`src/rtl/hunter_ook_pkg.sv`:
```
// Shared types and bit-encoding constants for the OOK fan-remote decoder.
package hunter_ook_pkg;

  typedef enum logic [1:0] {
    ST_IDLE  = 2'd0,
    ST_ARMED = 2'd1,
    ST_HIGH  = 2'd2,
    ST_LOW   = 2'd3
  } state_t;

  localparam int CHIPS_PER_BIT   = 3;
  localparam int ZERO_HIGH_CHIPS = 1;
  localparam int ONE_HIGH_CHIPS  = 2;
  localparam int FRAME_BITS      = 8;
  localparam int ADDR_MSB        = 7;
  localparam int ADDR_LSB        = 3;

  localparam logic [2:0] CMD_RESET = 3'd7;

endpackage

```
`src/rtl/ook_sync.sv`:
```
// Two-flop synchronizer for the OOK envelope plus registered rise/fall strobes.
module ook_sync (
  input  logic clk,
  input  logic reset_n,
  input  logic d,
  output logic q,
  output logic rise,
  output logic fall
);

  logic r_meta;
  logic r_sync;
  logic r_prev;

  always_ff @(posedge clk or negedge reset_n) begin
    if (!reset_n) begin
      r_meta <= 1'b0;
      r_sync <= 1'b0;
      r_prev <= 1'b0;
      rise   <= 1'b0;
      fall   <= 1'b0;
    end else begin
      r_meta <= d;
      r_sync <= r_meta;
      r_prev <= r_sync;
      rise   <= r_sync & ~r_prev;
      fall   <= ~r_sync & r_prev;
    end
  end

  assign q = r_sync;

endmodule

```
`src/rtl/ook_packet_decoder.sv`:
```
// OOK pulse-width packet decoder: waits for an idle gap, decodes 8 bits MSB first,
// and reports the 3-bit command when the 5-bit address matches.
module ook_packet_decoder #(
  parameter int         CHIP_CYCLES = 4800,
  parameter int         GAP_CHIPS   = 8,
  parameter logic [4:0] ADDR        = 5'h15
) (
  input  logic       clk,
  input  logic       reset_n,
  input  logic       ook_in,
  output logic [2:0] cmd,
  output logic       cmd_valid,
  output logic       frame_err,
  output logic       busy,
  output logic [1:0] dbg_state
);
  import hunter_ook_pkg::*;

  localparam int GAP_CYC = GAP_CHIPS * CHIP_CYCLES;
  localparam int CNT_W   = $clog2(GAP_CYC + 1);
  localparam int TOL     = CHIP_CYCLES / 4;

  localparam logic [CNT_W-1:0] K_GAP      = CNT_W'(GAP_CYC);
  localparam logic [CNT_W-1:0] K_ZERO_MIN = CNT_W'(ZERO_HIGH_CHIPS * CHIP_CYCLES - TOL);
  localparam logic [CNT_W-1:0] K_ZERO_MAX = CNT_W'(ZERO_HIGH_CHIPS * CHIP_CYCLES + TOL);
  localparam logic [CNT_W-1:0] K_ONE_MIN  = CNT_W'(ONE_HIGH_CHIPS * CHIP_CYCLES - TOL);
  localparam logic [CNT_W-1:0] K_ONE_MAX  = CNT_W'(ONE_HIGH_CHIPS * CHIP_CYCLES + TOL);
  localparam logic [CNT_W-1:0] K_LOW_MIN  = CNT_W'((CHIPS_PER_BIT - ONE_HIGH_CHIPS) * CHIP_CYCLES - TOL);
  localparam logic [CNT_W-1:0] K_LOW_MAX  = CNT_W'((CHIPS_PER_BIT - ZERO_HIGH_CHIPS) * CHIP_CYCLES + TOL);

  logic             r_rst_meta;
  logic             r_rst_n;
  state_t           r_state;
  logic [CNT_W-1:0] r_cnt;
  logic [2:0]       r_bits;
  logic [6:0]       r_shift;

  logic             w_s;
  logic             w_rise;
  logic             w_fall;
  logic [CNT_W-1:0] w_w;
  logic             w_is_zero;
  logic             w_is_one;
  logic [7:0]       w_frame;
  logic             w_low_ok;

  // Reset asserts immediately but releases two clocks later, aligned to clk.
  always_ff @(posedge clk or negedge reset_n) begin
    if (!reset_n) begin
      r_rst_meta <= 1'b0;
      r_rst_n    <= 1'b0;
    end else begin
      r_rst_meta <= 1'b1;
      r_rst_n    <= r_rst_meta;
    end
  end

  ook_sync u_sync (
    .clk     (clk),
    .reset_n (r_rst_n),
    .d       (ook_in),
    .q       (w_s),
    .rise    (w_rise),
    .fall    (w_fall)
  );

  // Width including the current cycle, so it equals the pulse length on the strobe cycle.
  assign w_w       = (r_cnt == '1) ? r_cnt : r_cnt + CNT_W'(1);
  assign w_is_zero = (w_w >= K_ZERO_MIN) && (w_w <= K_ZERO_MAX);
  assign w_is_one  = (w_w >= K_ONE_MIN) && (w_w <= K_ONE_MAX);
  assign w_low_ok  = (w_w >= K_LOW_MIN) && (w_w <= K_LOW_MAX);
  assign w_frame   = {r_shift, w_is_one};

  always_ff @(posedge clk or negedge r_rst_n) begin
    if (!r_rst_n) begin
      r_state   <= ST_IDLE;
      r_cnt     <= '0;
      r_bits    <= '0;
      r_shift   <= '0;
      cmd       <= CMD_RESET;
      cmd_valid <= 1'b0;
      frame_err <= 1'b0;
    end else begin
      cmd_valid <= 1'b0;
      frame_err <= 1'b0;
      case (r_state)
        ST_IDLE: begin
          if (w_s) begin
            r_cnt <= '0;
          end else begin
            r_cnt <= w_w;
            if (w_w >= K_GAP) r_state <= ST_ARMED;
          end
        end
        ST_ARMED: begin
          if (w_rise) begin
            r_cnt   <= '0;
            r_bits  <= '0;
            r_state <= ST_HIGH;
          end
        end
        ST_HIGH: begin
          if (w_fall) begin
            r_cnt <= '0;
            if (!(w_is_zero || w_is_one)) begin
              frame_err <= 1'b1;
              r_state   <= ST_IDLE;
            end else if (r_bits == 3'(FRAME_BITS - 1)) begin
              r_state <= ST_IDLE;
              if (w_frame[ADDR_MSB:ADDR_LSB] == ADDR) begin
                cmd       <= w_frame[ADDR_LSB-1:0];
                cmd_valid <= 1'b1;
              end else begin
                frame_err <= 1'b1;
              end
            end else begin
              r_shift <= w_frame[6:0];
              r_bits  <= r_bits + 3'd1;
              r_state <= ST_LOW;
            end
          end else if (w_w >= K_ONE_MAX) begin
            // Still high one cycle past the longest legal pulse.
            frame_err <= 1'b1;
            r_cnt     <= '0;
            r_state   <= ST_IDLE;
          end else begin
            r_cnt <= w_w;
          end
        end
        ST_LOW: begin
          if (w_rise) begin
            r_cnt <= '0;
            if (w_low_ok) begin
              r_state <= ST_HIGH;
            end else begin
              frame_err <= 1'b1;
              r_state   <= ST_IDLE;
            end
          end else if (w_w >= K_LOW_MAX) begin
            frame_err <= 1'b1;
            r_cnt     <= '0;
            r_state   <= ST_IDLE;
          end else begin
            r_cnt <= w_w;
          end
        end
        default: r_state <= ST_IDLE;
      endcase
    end
  end

  assign busy      = (r_state == ST_HIGH) || (r_state == ST_LOW);
  assign dbg_state = r_state;

endmodule

```
`config.mk`:
```
export PLATFORM = sky130hd
export DESIGN_NAME = ook_packet_decoder
export DESIGN_NICKNAME = d
export VERILOG_FILES = /design/src/rtl/hunter_ook_pkg.sv /design/src/rtl/ook_sync.sv /design/src/rtl/ook_packet_decoder.sv
export SDC_FILE = /design/constraint.sdc
export NUM_CORES = 1
export LEC_CHECK = 0
export ABC_AREA = 1
export BUFFER_PORTS_ARGS = -buffer_cell sky130_fd_sc_hd__buf_2
export CAP_MARGIN = 20
export CORE_ASPECT_RATIO = 0.6
export CORE_MARGIN = 3
export CORE_UTILIZATION = 44
export DETAILED_ROUTE_END_ITERATION = 10
export GPL_ROUTABILITY_DRIVEN = 1
export PLACE_DENSITY = 0.69
export SLEW_MARGIN = 20
export SYNTH_ARGS = -nofsm -noshare
export SYNTH_HDL_FRONTEND = slang
export SYNTH_SLANG_ARGS = --single-unit
```
`constraint.sdc`:
```
create_clock -name clk -period 2.34 [get_ports clk]
set_clock_uncertainty 0.2 [all_clocks]
set_input_delay 0.468 -clock clk [delete_from_list [all_inputs] [get_ports clk]]
set_output_delay 0.468 -clock clk [all_outputs]
set_load 0.02 [all_outputs]
```
==> implementation parameters, run 1 <==
Parameter                              Value

Cells and area
  Total area of multi-input combinational cells    0.00177 mm2
  Highest-count cells in the layout ignoring fill and taps    sky130_fd_sc_hd__nand2_1 (88), sky130_fd_sc_hd__buf_4 (71), sky130_fd_sc_hd__inv_1 (40)
  Total Nets Final    453
  ANT cells    0
  Layout Area Growth over Synthesis    46.3%
  Final-layout fill cell count    426
  Ratio of cells with drive above 1 in the final layout    45.3%
  Final non-filler cell area    0.00379 mm2
  Flip-flop and latch area    0.00101 mm2
  Leading cell type in the layout, fill and taps excluded    sky130_fd_sc_hd__nand2_1

Yosys
  Part of the Yosys area used for sequential elements    38.8%
  Area leader, netlist    sky130_fd_sc_hd__dfrtp_1
  Synth Instances    359
  Largest cells by area after synthesis    sky130_fd_sc_hd__dfrtp_1 (36%), sky130_fd_sc_hd__nand2_1 (15%), sky130_fd_sc_hd__inv_1 (6.2%)
  Share of the synthesized area in the top cell type    35.7%
  Synth Warn #    0
  EDFF count, synth    0
  Netlist area before placement    0.00259 mm2
  Flop and latch count out of synthesis    40
  Unique masters post-synth    39
  Net count of the mapped netlist    365
  Fraction of registers with async set or reset after synthesis    100%
  Syn_area_per_cell    7.21 um2
  Primary FF master, synth    sky130_fd_sc_hd__dfrtp_1

Min path
  Hold crit path type    reg2async

Setup path
  Cell with the biggest individual delay on the critical path    sky130_fd_sc_hd__dfrtp_1
  Start of the worst register-to-register path    r_cnt[10]$_DFFE_PN0P_
  Worst Path Arrival    2680 ps
  Worst setup slack for register-to-register paths    -340 ps
  Setup Crit Path Kind    reg2reg
  Most used cell along the critical path    sky130_fd_sc_hd__nand2_1
  Crit path buf inv count    1
  Worst reg2reg path endpoint    r_cnt[13]$_DFFE_PN0P_
  Crit path capture type    register
  Worst EP required    2340 ps
  Worst Path Max Fanout    7
  Cells along the critical path    nand2_1, nor2_4, nand2_1, nor2_8, inv_6, nand3_4, nand2_1, a21oi_1, nand2_2, nand3_4, nor3_2, nor2_4, nand2_4, nand3_2, nand2_1
  Critical path's top delay family    simple AND/OR/NAND/NOR gates
  Kind of start point of the critical path    register
  Critical path launch point    r_cnt[10]$_DFFE_PN0P_
  Count of cells along the worst register-to-register path    15
  Worst path max stage delay    380 ps

Outcome
  Result of the run    finished, violations left
  Violations in the final reports    negative setup slack

Clocking
  CTS H-Tree Depth    2
  Clk_lat worst skew    300 ps
  Clock-pin transition on the worst setup and hold timing paths    90 ps
  Root buf cell    sky130_fd_sc_hd__clkbuf_8
  CTS buffer count    5
  Worst-case clock buffer depth    2
  TritonCTS clock tree    built
  TritonCTS Sinks    40

GRT
  Antenna violations before repair    0
  Global-route wire length before repair    12,300 um
  Maximum number of pins on one net before global-route repair    21
  Global-route usage over all layers    23.0%
  Number of global-route vias before repair    2,426
  GR Overflow Total    0

STA
  Measured slew at the worst slew-check pin    543 ps
  Final Max Tran Viols    0
  Max Fclk    373 MHz
  Total count of hold-check failures in the final report    0
  Setup repair after global routing missed its margin    true
  Final worst path period need    2680 ps
  Setup_tns    -8830 ps
  Period utilization    115%
  Crit path setup slack, layout    -344 ps
  Slew Limit Headroom    63.7%
  Count of final setup violators    31

Floorplanning
  Standard-cell rows    20
  Initial Utilization    48.4%
  Die Y-Extent    65.4 um
  Number of ports placed on the die boundary    11
  Overall die area    0.00687 mm2
  Horizontal die dimension    105 um
  Core Region    0.00536 mm2

Power
  Leakage    1.93 nW
  Pwr dens    339 mW/mm2
  Worst IR drop on VDD    0.312 mV

Place
  Total cell area at the placement stage    0.00324 mm2
  Port buffer count    10
  Half-perimeter wire length after detailed placement    5370 um
  Routability cong.    0.950

Detailed routing
  Total detailed-routing wirelength    7810 um
  DR vias/cell    5.16
  Number of DRC markers after the initial detailed-route iteration    250
  DRC violations left    0
  TritonRoute pass-1 iters    5
  Final routed wire length divided by cell count    14.9 um
  Total vias in the final route    2,707
  Count of antenna-violating nets left after detailed routing    0

Run
  Max_cap viols    0
==> stage by stage <==
step | total power [mW] | worst slack [ps] | hold slack, ps | std cells | utilization (%)
after floorplan | 0.761 | -80.5 | -27.6 | 359 | -
after global placement | 0.796 | -318 | 28.7 | 504 | 60.6
final | 1.28 | -344 | 19.5 | 525 | 70.7
after global routing | 1.33 | -448 | 46.9 | 525 | 70.7
after CTS | 1.28 | -235 | 33.1 | 520 | 65.7
after detailed placement | 0.798 | -430 | 27.9 | 504 | 60.6
==> cells in the mapped netlist (3+ instances only) <==
cell and instances:
sky130_fd_sc_hd__a21oi_1 3, sky130_fd_sc_hd__clkbuf_1 4, sky130_fd_sc_hd__dfrtp_1 37, sky130_fd_sc_hd__dfstp_2 3
sky130_fd_sc_hd__ha_1 3, sky130_fd_sc_hd__inv_1 43, sky130_fd_sc_hd__inv_2 5, sky130_fd_sc_hd__nand2_1 105
sky130_fd_sc_hd__nand2_2 12, sky130_fd_sc_hd__nand2_4 5, sky130_fd_sc_hd__nand3_1 28, sky130_fd_sc_hd__nand3_2 4
sky130_fd_sc_hd__nand4_1 4, sky130_fd_sc_hd__nor2_1 43, sky130_fd_sc_hd__nor2_2 8, sky130_fd_sc_hd__nor3_1 5
sky130_fd_sc_hd__o211ai_1 3, sky130_fd_sc_hd__o21ai_0 10, sky130_fd_sc_hd__o21ai_1 5, sky130_fd_sc_hd__o21ai_2 4
sky130_fd_sc_hd__xor2_1 4
==> where the power goes <==
group | internal, mW | switching, mW
combinational | 0.0387 | 0.0526
clock | 0.208 | 0.271
sequential | 0.702 | 0.0103
==> how the worst max path moves through the flow <==
stage / endpoint / slack, ps / cells after the start
after CTS: r_cnt[0]$_DFFE_PN0P_ / -240 / 14
after floorplan: dbg_state[0]$_DFFE_PN0P_ / -80 / 18
after detailed placement: r_cnt[13]$_DFFE_PN0P_ / -430 / 14
after global routing: r_cnt[6]$_DFFE_PN0P_ / -450 / 17
final: r_cnt[13]$_DFFE_PN0P_ / -340 / 15
after global placement: r_cnt[13]$_DFFE_PN0P_ / -320 / 15
==> cell families (layout without fill, tap and decap cells) <==
logic type | Yosys count | count (layout) | synth area share, %
fa+ha+maj | 3 | 3 | 1.45
compound gates | 33 | 33 | 8.16
simple gates | 222 | 223 | 41.4
flops | 40 | 40 | 38.8
buf+inv | 55 | 143 | 8.36
xor+xnor | 5 | 5 | 1.69
other cells | 1 | 1 | 0.145
==> timing repair <==
action,in CTS,in global routing
endpoints found under the hold margin,2,0
gates resized for setup,34,55
buffers inserted,6,6
pin swaps,16,13
hold buffers,1,0
setup endpoints to repair,31,31
gates cloned,1,0
==> area by class of cell <==
| type | count | area share (%) |
|---|---|---|
| repair buffers | 85 | 16.8 |
| clock buffers | 5 | 1.82 |
| well taps | 77 | 2.54 |
| flip-flops and latches | 40 | 26.6 |
| clock inverters | 3 | 0.495 |
| inverters | 50 | 5.15 |
| multi-input cells | 265 | 46.6 |
==> worst reg2reg max path, stage by stage (launching register included) <==
cell	delay [ps]
sky130_fd_sc_hd__dfrtp_1	380
sky130_fd_sc_hd__nand2_1	150
sky130_fd_sc_hd__nor2_4	160
sky130_fd_sc_hd__nand2_1	140
sky130_fd_sc_hd__nor2_8	210
sky130_fd_sc_hd__inv_6	90
sky130_fd_sc_hd__nand3_4	100
sky130_fd_sc_hd__nand2_1	100
sky130_fd_sc_hd__a21oi_1	210
sky130_fd_sc_hd__nand2_2	100
sky130_fd_sc_hd__nand3_4	140
sky130_fd_sc_hd__nor3_2	80
sky130_fd_sc_hd__nor2_4	200
sky130_fd_sc_hd__nand2_4	140
sky130_fd_sc_hd__nand3_2	120
sky130_fd_sc_hd__nand2_1	70
==> sequential cells by signal, summed over array words and instances, names as in the netlist <==
name,cells
cmd,3
cmd_valid,1
dbg_state,2
frame_err,1
r_bits,3
r_cnt,16
r_rst_meta,1
r_rst_n,1
r_shift,7
u_sync.fall,1
u_sync.q,1
u_sync.r_meta,1
u_sync.r_prev,1
u_sync.rise,1
==> layer usage <==
layer	vias to the layer above	global-route usage [%]	wire (um)
met3	16	5.40	512
met4	0	4.75	121
li1	1319	-	-
met1	1273	35.4	3900
met2	99	32.6	3270
met5	-	0	0
(Power assumes the default switching activity.)
==> run 2, diff against run 1 <==
--- a/config.mk
+++ b/config.mk
@@ -6,14 +6,14 @@
 export NUM_CORES = 1
 export LEC_CHECK = 0
 export ABC_AREA = 1
-export BUFFER_PORTS_ARGS = -buffer_cell sky130_fd_sc_hd__buf_2
+export BUFFER_PORTS_ARGS = -buffer_cell sky130_fd_sc_hd__clkbuf_2
 export CAP_MARGIN = 20
 export CORE_ASPECT_RATIO = 0.6
 export CORE_MARGIN = 3
-export CORE_UTILIZATION = 44
+export CORE_UTILIZATION = 30
 export DETAILED_ROUTE_END_ITERATION = 10
 export GPL_ROUTABILITY_DRIVEN = 1
-export PLACE_DENSITY = 0.69
+export PLACE_DENSITY = 0.54
 export SLEW_MARGIN = 20
 export SYNTH_ARGS = -nofsm -noshare
 export SYNTH_HDL_FRONTEND = slang
==> implementation parameters, run 2 (synthesized netlist as in run 1, its figures left out) <==
Parameter                              Value

Outcome
  Result of the run    finished, violations left
  Violations in the final reports    negative setup slack

GRT
  Antenna violations before repair    0 (unchanged)
  GR Overflow Total    0 (unchanged)
  Maximum number of pins on one net before global-route repair    39 (+86%)
  Global-route usage over all layers    16.6% (-6.5 points)
  Number of global-route vias before repair    2,430 (+0.16%)
  Global-route wire length before repair    12,600 um (+2.9%)

Clocking
  TritonCTS clock tree    built
  CTS H-Tree Depth    2 (unchanged)
  CTS buffer count    5 (unchanged)
  Clk_lat worst skew    290 ps (about the same)
  TritonCTS Sinks    40 (unchanged)
  Worst-case clock buffer depth    2 (unchanged)
  Root buf cell    sky130_fd_sc_hd__clkbuf_16
  Clock-pin transition on the worst setup and hold timing paths    70 ps (-20 ps)

Floorplanning
  Core Region    0.00813 mm2 (+52%)
  Number of ports placed on the die boundary    11 (unchanged)
  Overall die area    0.00982 mm2 (+43%)
  Die Y-Extent    78.0 um (+19%)
  Standard-cell rows    25 (+25%)
  Horizontal die dimension    126 um (+20%)
  Initial Utilization    31.8% (-17 points)

STA
  Final Max Tran Viols    0 (unchanged)
  Period utilization    114% (-0.75 points)
  Slew Limit Headroom    60.5% (-3.2 points)
  Count of final setup violators    31 (unchanged)
  Total count of hold-check failures in the final report    0 (unchanged)
  Crit path setup slack, layout    -327 ps (+17.6 ps)
  Setup repair after global routing missed its margin    true
  Measured slew at the worst slew-check pin    592 ps (+48.3 ps)
  Max Fclk    375 MHz (+0.66%)
  Final worst path period need    2670 ps (-17.6 ps)
  Setup_tns    -8320 ps (+509 ps)

Power
  Worst IR drop on VDD    0.297 mV (-4.8%)
  Leakage    1.91 nW (-0.84%)
  Pwr dens    425 mW/mm2 (+25%)

Detailed routing
  DRC violations left    0 (unchanged)
  Total vias in the final route    2,560 (-5.4%)
  Final routed wire length divided by cell count    14.0 um (-5.6%)
  Number of DRC markers after the initial detailed-route iteration    154 (-38%)
  Total detailed-routing wirelength    7740 um (-0.88%)
  Count of antenna-violating nets left after detailed routing    0 (unchanged)
  DR vias/cell    4.65 (-9.9%)
  TritonRoute pass-1 iters    4 (-1)

Setup path
  Worst Path Arrival    2640 ps (-40 ps)
  Setup Crit Path Kind    reg2reg
  Crit path capture type    register
  Count of cells along the worst register-to-register path    19 (+4)
  Worst reg2reg path endpoint    r_bits[0]$_DFFE_PN0P_
  Worst EP required    2320 ps (-20 ps)
  Worst setup slack for register-to-register paths    -330 ps (+20 ps)
  Worst Path Max Fanout    5 (-2)
  Kind of start point of the critical path    register
  Start of the worst register-to-register path    r_cnt[1]$_DFFE_PN0P_

Place
  Port buffer count    10 (unchanged)
  Routability cong.    0.884 (-7.0%)
  Half-perimeter wire length after detailed placement    5650 um (+5.1%)

Min path
  Destination of the worst hold path    u_sync.r_meta$_DFF_PN0_
  WHS Path Cells    1
  Startpoint of the tightest hold check path    ook_in
  Hold crit path type    in2reg

Run
  Max_cap viols    0 (unchanged)

Cells and area
  Leading cell type in the layout, fill and taps excluded    sky130_fd_sc_hd__nand2_1
  Highest-count cells in the layout ignoring fill and taps    sky130_fd_sc_hd__nand2_1 (92), sky130_fd_sc_hd__buf_4 (65), sky130_fd_sc_hd__inv_1 (42)
  ANT cells    0 (unchanged)
  Util after Layout    46.4% (-24 points)
  Ratio of cells with drive above 1 in the final layout    42.7% (-2.6 points)
  Biggest registers after layout    r_cnt (16), r_shift (7)
  Layout Area Growth over Synthesis    45.6%
  Top reg by flops    r_cnt
  Total Nets Final    448 (-1.1%)
  Number of flip-flops under the largest register name    16 (unchanged)
run 2: metal layers:
| layer | vias to the layer above | global-route usage [%] | wire length (um) |
|---|---|---|---|
| met1 | 1191 | 26.2 | 4190 |
| li1 | 1306 | - | - |
| met5 | - | 0 | 0 |
| met4 | 0 | 3.53 | 85 |
| met3 | 9 | 5.09 | 490 |
| met2 | 54 | 21.4 | 2970 |
run 2: critical path: stages (launching register included):
cell and delay [ps]:
sky130_fd_sc_hd__dfrtp_2 440, sky130_fd_sc_hd__ha_4 180, sky130_fd_sc_hd__inv_4 70, sky130_fd_sc_hd__nor2_4 40, sky130_fd_sc_hd__nand2_4 120, sky130_fd_sc_hd__nor2_4 50, sky130_fd_sc_hd__nand2_4 100, sky130_fd_sc_hd__nand2_2 80
sky130_fd_sc_hd__nor2_4 160, sky130_fd_sc_hd__nand3_2 170, sky130_fd_sc_hd__nand2_1 150, sky130_fd_sc_hd__nand3_4 110, sky130_fd_sc_hd__nand2_2 110, sky130_fd_sc_hd__nand2_4 60, sky130_fd_sc_hd__nand2_4 90, sky130_fd_sc_hd__nand2_4 80
sky130_fd_sc_hd__nand2_4 110, sky130_fd_sc_hd__nand2_2 70, sky130_fd_sc_hd__nand2_1 60, sky130_fd_sc_hd__nand2_1 50
run 2: per-stage QoR:
step	cells	setup WS [ps]	hold slack [ps]	power, mW	cell area (um2)
final	551	-327	86.2	1.60	3770
after global routing	551	-464	85.9	1.67	3770
after CTS	546	-256	82.7	1.61	3570
after detailed placement	534	-516	56.1	0.799	3270
after global placement	534	-503	54.1	0.797	3270
after floorplan	359	-80.5	-27.6	0.761	2640
run 2: how the worst max path moves through the flow:
stage | slack, ps | cells after the start | start | endpoint
after global routing | -460 | 19 | r_cnt[1]$_DFFE_PN0P_ | r_bits[0]$_DFFE_PN0P_
after global placement | -500 | 15 | r_cnt[1]$_DFFE_PN0P_ | r_cnt[12]$_DFFE_PN0P_
final | -330 | 19 | r_cnt[1]$_DFFE_PN0P_ | r_bits[0]$_DFFE_PN0P_
after detailed placement | -520 | 15 | r_cnt[1]$_DFFE_PN0P_ | r_cnt[12]$_DFFE_PN0P_
after floorplan | -80 | 18 | r_cnt[0]$_DFFE_PN0P_ | dbg_state[0]$_DFFE_PN0P_
after CTS | -260 | 17 | r_cnt[1]$_DFFE_PN0P_ | r_cnt[12]$_DFFE_PN0P_
run 2: repair_timing:
action                                  in CTS  in global routing
endpoints found under the hold margin        2                  0
pin swaps                                    7                 22
gates cloned                                 1                  0
endpoints found under the setup margin      31                 31
hold buffers                                 1                  0
resized for setup                           28                 44
setup buffers                                2                  5
run 2: final cells by class:
cell class / count / area, um2
clock buffer: 6 / 129
clock inverter: 2 / 35.0
fill: 813 / 4360
inverter: 50 / 198
multi-input combinational: 265 / 1660
sequential: 40 / 1010
tap: 108 / 135
timing repair buffer: 80 / 602
run 2: power breakdown:
| part | internal, mW | switching [mW] |
|---|---|---|
| Sequential | 0.703 | 0.0116 |
| Clock | 0.502 | 0.296 |
| Combinational | 0.0387 | 0.0498 |
| Total | 1.24 | 0.358 |
==> run 3, diff against run 2 <==
--- a/config.mk
+++ b/config.mk
@@ -14,6 +14,7 @@
 export DETAILED_ROUTE_END_ITERATION = 10
 export GPL_ROUTABILITY_DRIVEN = 1
 export PLACE_DENSITY = 0.54
+export SETUP_SLACK_MARGIN = 0.05
 export SLEW_MARGIN = 20
 export SYNTH_ARGS = -nofsm -noshare
 export SYNTH_HDL_FRONTEND = slang
==> implementation parameters, run 3 (synthesized netlist as in run 1, its figures left out) <==
Parameter                              Value

Clocking
  TritonCTS clock tree    built
  Worst-case clock buffer depth    2 (unchanged)
  Clock-pin transition on the worst setup and hold timing paths    60 ps (about the same)
  Clk_lat worst skew    290 ps (about the same)
  CTS buffer count    5 (unchanged)
  CTS H-Tree Depth    2 (unchanged)
  Root buf cell    sky130_fd_sc_hd__clkbuf_16
  TritonCTS Sinks    40 (unchanged)

Cells and area
  Final-layout fill cell count    794 (-2.3%)
  Flip-flop and latch area    0.00101 mm2 (+0.12%)
  Leading cell type in the layout, fill and taps excluded    sky130_fd_sc_hd__nand2_1
  Layout Area Growth over Synthesis    50.6%
  Total Nets Final    442 (-1.3%)
  ANT cells    0 (unchanged)
  Number of flip-flops under the largest register name    16 (unchanged)
  Ratio of cells with drive above 1 in the final layout    45.8% (+3.1 points)
  Highest-count cells in the layout ignoring fill and taps    sky130_fd_sc_hd__nand2_1 (82), sky130_fd_sc_hd__buf_4 (58), sky130_fd_sc_hd__inv_1 (41)
  Total area of multi-input combinational cells    0.00180 mm2 (+8.1%)
  Biggest registers after layout    r_cnt (16), r_shift (7)
  Util after Layout    48.0% (+1.6 points)
  Top reg by flops    r_cnt

Detailed routing
  Final routed wire length divided by cell count    14.3 um (+2.1%)
  Total detailed-routing wirelength    7810 um (+0.98%)
  Count of antenna-violating nets left after detailed routing    0 (unchanged)
  DR vias/cell    4.75 (+2.3%)
  Number of DRC markers after the initial detailed-route iteration    216 (+40%)
  TritonRoute pass-1 iters    5 (+1)
  Total vias in the final route    2,591 (+1.2%)
  DRC violations left    0 (unchanged)

STA
  Setup repair after global routing missed its margin    true
  Slew Limit Headroom    61.0% (+0.45 points)
  Final Max Tran Viols    0 (unchanged)
  Max Fclk    370 MHz (-1.2%)
  Crit path setup slack, layout    -360 ps (-32.8 ps)
  Setup_tns    -9600 ps (-1280 ps)
  Total count of hold-check failures in the final report    0 (unchanged)
  Final worst path period need    2700 ps (+32.8 ps)
  Period utilization    115% (+1.4 points)
  Count of final setup violators    31 (unchanged)
  Measured slew at the worst slew-check pin    585 ps (-6.80 ps)

Floorplanning
  Initial Utilization    31.8% (unchanged)
  Number of ports placed on the die boundary    11 (unchanged)
  Horizontal die dimension    126 um (unchanged)
  Overall die area    0.00982 mm2 (unchanged)
  Core Region    0.00813 mm2 (unchanged)
  Standard-cell rows    25 (unchanged)
  Die Y-Extent    78.0 um (unchanged)

GRT
  Number of global-route vias before repair    2,470 (+1.6%)
  Antenna violations before repair    0 (unchanged)
  Maximum number of pins on one net before global-route repair    28 (-28%)
  Global-route wire length before repair    13,100 um (+4.0%)
  GR Overflow Total    0 (unchanged)
  Global-route usage over all layers    17.1% (+0.58 points)

Setup path
  Critical path's top delay family    simple AND/OR/NAND/NOR gates
  Worst Path Arrival    2670 ps (+30 ps)
  Start of the worst register-to-register path    r_cnt[1]$_DFFE_PN0P_
  Cells along the critical path    ha_4, inv_4, nor2_4, nand2_4, nor2_4, nand2_4, nand2_4, nor2_4, nand2_4, nor2_4, nand3_2, nand3_4, nor3_4, nor2_4, nand2_4, nand3_2, nand2_1
  Count of cells along the worst register-to-register path    17 (-2)
  Critical path launch point    r_cnt[1]$_DFFE_PN0P_
  Crit path capture type    register
  Cell with the biggest individual delay on the critical path    sky130_fd_sc_hd__dfrtp_2
  Crit path buf inv count    1 (unchanged)
  Setup Crit Path Kind    reg2reg
  Kind of start point of the critical path    register
  Worst EP required    2310 ps (about the same)
  Worst Path Max Fanout    5 (unchanged)
  Worst path max stage delay    440 ps (about the same)
  Number of stages on the worst setup path    17 (-2)

Power
  Leakage    1.94 nW (+1.3%)
  Pwr dens    409 mW/mm2 (-3.7%)
  Worst IR drop on VDD    0.386 mV (+30%)

Min path
  Hold crit path type    reg2async

Place
  Port buffer count    10 (unchanged)
  Half-perimeter wire length after detailed placement    5590 um (-1.1%)
  Routability cong.    0.892 (+0.97%)

Outcome
  Result of the run    finished, violations left
  Violations in the final reports    negative setup slack

Run
  Max_cap viols    0 (unchanged)
-- run 3: worst paths after layout --
check                      slack [ps]                 endpoint
setup / recovery                 -360    r_cnt[13]$_DFFE_PN0P_
hold / removal                     20    u_sync.rise$_DFF_PN0_
setup reg to reg                 -360    r_cnt[13]$_DFFE_PN0P_
hold reg to reg                    20    u_sync.rise$_DFF_PN0_
max in group asynchronous        1300       cmd[2]$_DFFE_PN1P_
min in group clk                   80  u_sync.r_meta$_DFF_PN0_
-- run 3: layout make-up --
class,count,area share (%)
Timing Repair Buffer,74,15.2
Clock inverter,2,0.898
Inverter,50,5.20
Tap cell,108,3.46
Multi-Input combinational cell,265,46.0
Sequential cell,40,25.9
Clock buffer,6,3.30
-- run 3: timing repair --
action	in CTS	in global routing
hold buffers	1	0
endpoints found under the setup margin	31	31
setup buffers	6	3
resized for setup	34	63
gates cloned	1	1
pin swaps	11	11
endpoints found under the hold margin	2	0
-- run 3: where the power goes --
group	internal [mW]	total [mW]	switching (mW)
Clock	0.502	0.795	0.293
Combinational	0.0367	0.0826	0.0459
Sequential	0.703	0.718	0.0151
Total	1.24	1.60	0.354
-- run 3: through the flow --
step / setup WS (ps) / power, mW / instance area [um2] / instances / hold WS [ps]
3_3_place_gp: -618 / 0.801 / 3240 / 525 / 19.0
5_1_grt: -489 / 1.66 / 3900 / 545 / 66.1
3_5_place_dp: -618 / 0.801 / 3240 / 525 / 30.1
4_1_cts: -225 / 1.61 / 3580 / 541 / 37.9
2_1_floorplan: -80.4 / 0.762 / 2660 / 359 / -27.6
6_report: -360 / 1.60 / 3900 / 545 / 24.9
-- run 3: routing by layer --
layer	GRT usage, %	part of all wire [%]	vias up
li1	-	-	1295
met2	22.1	37	50
met4	3.32	0.74	0
met5	0	0	-
met3	4.06	6.1	7
met1	28.1	56	1239
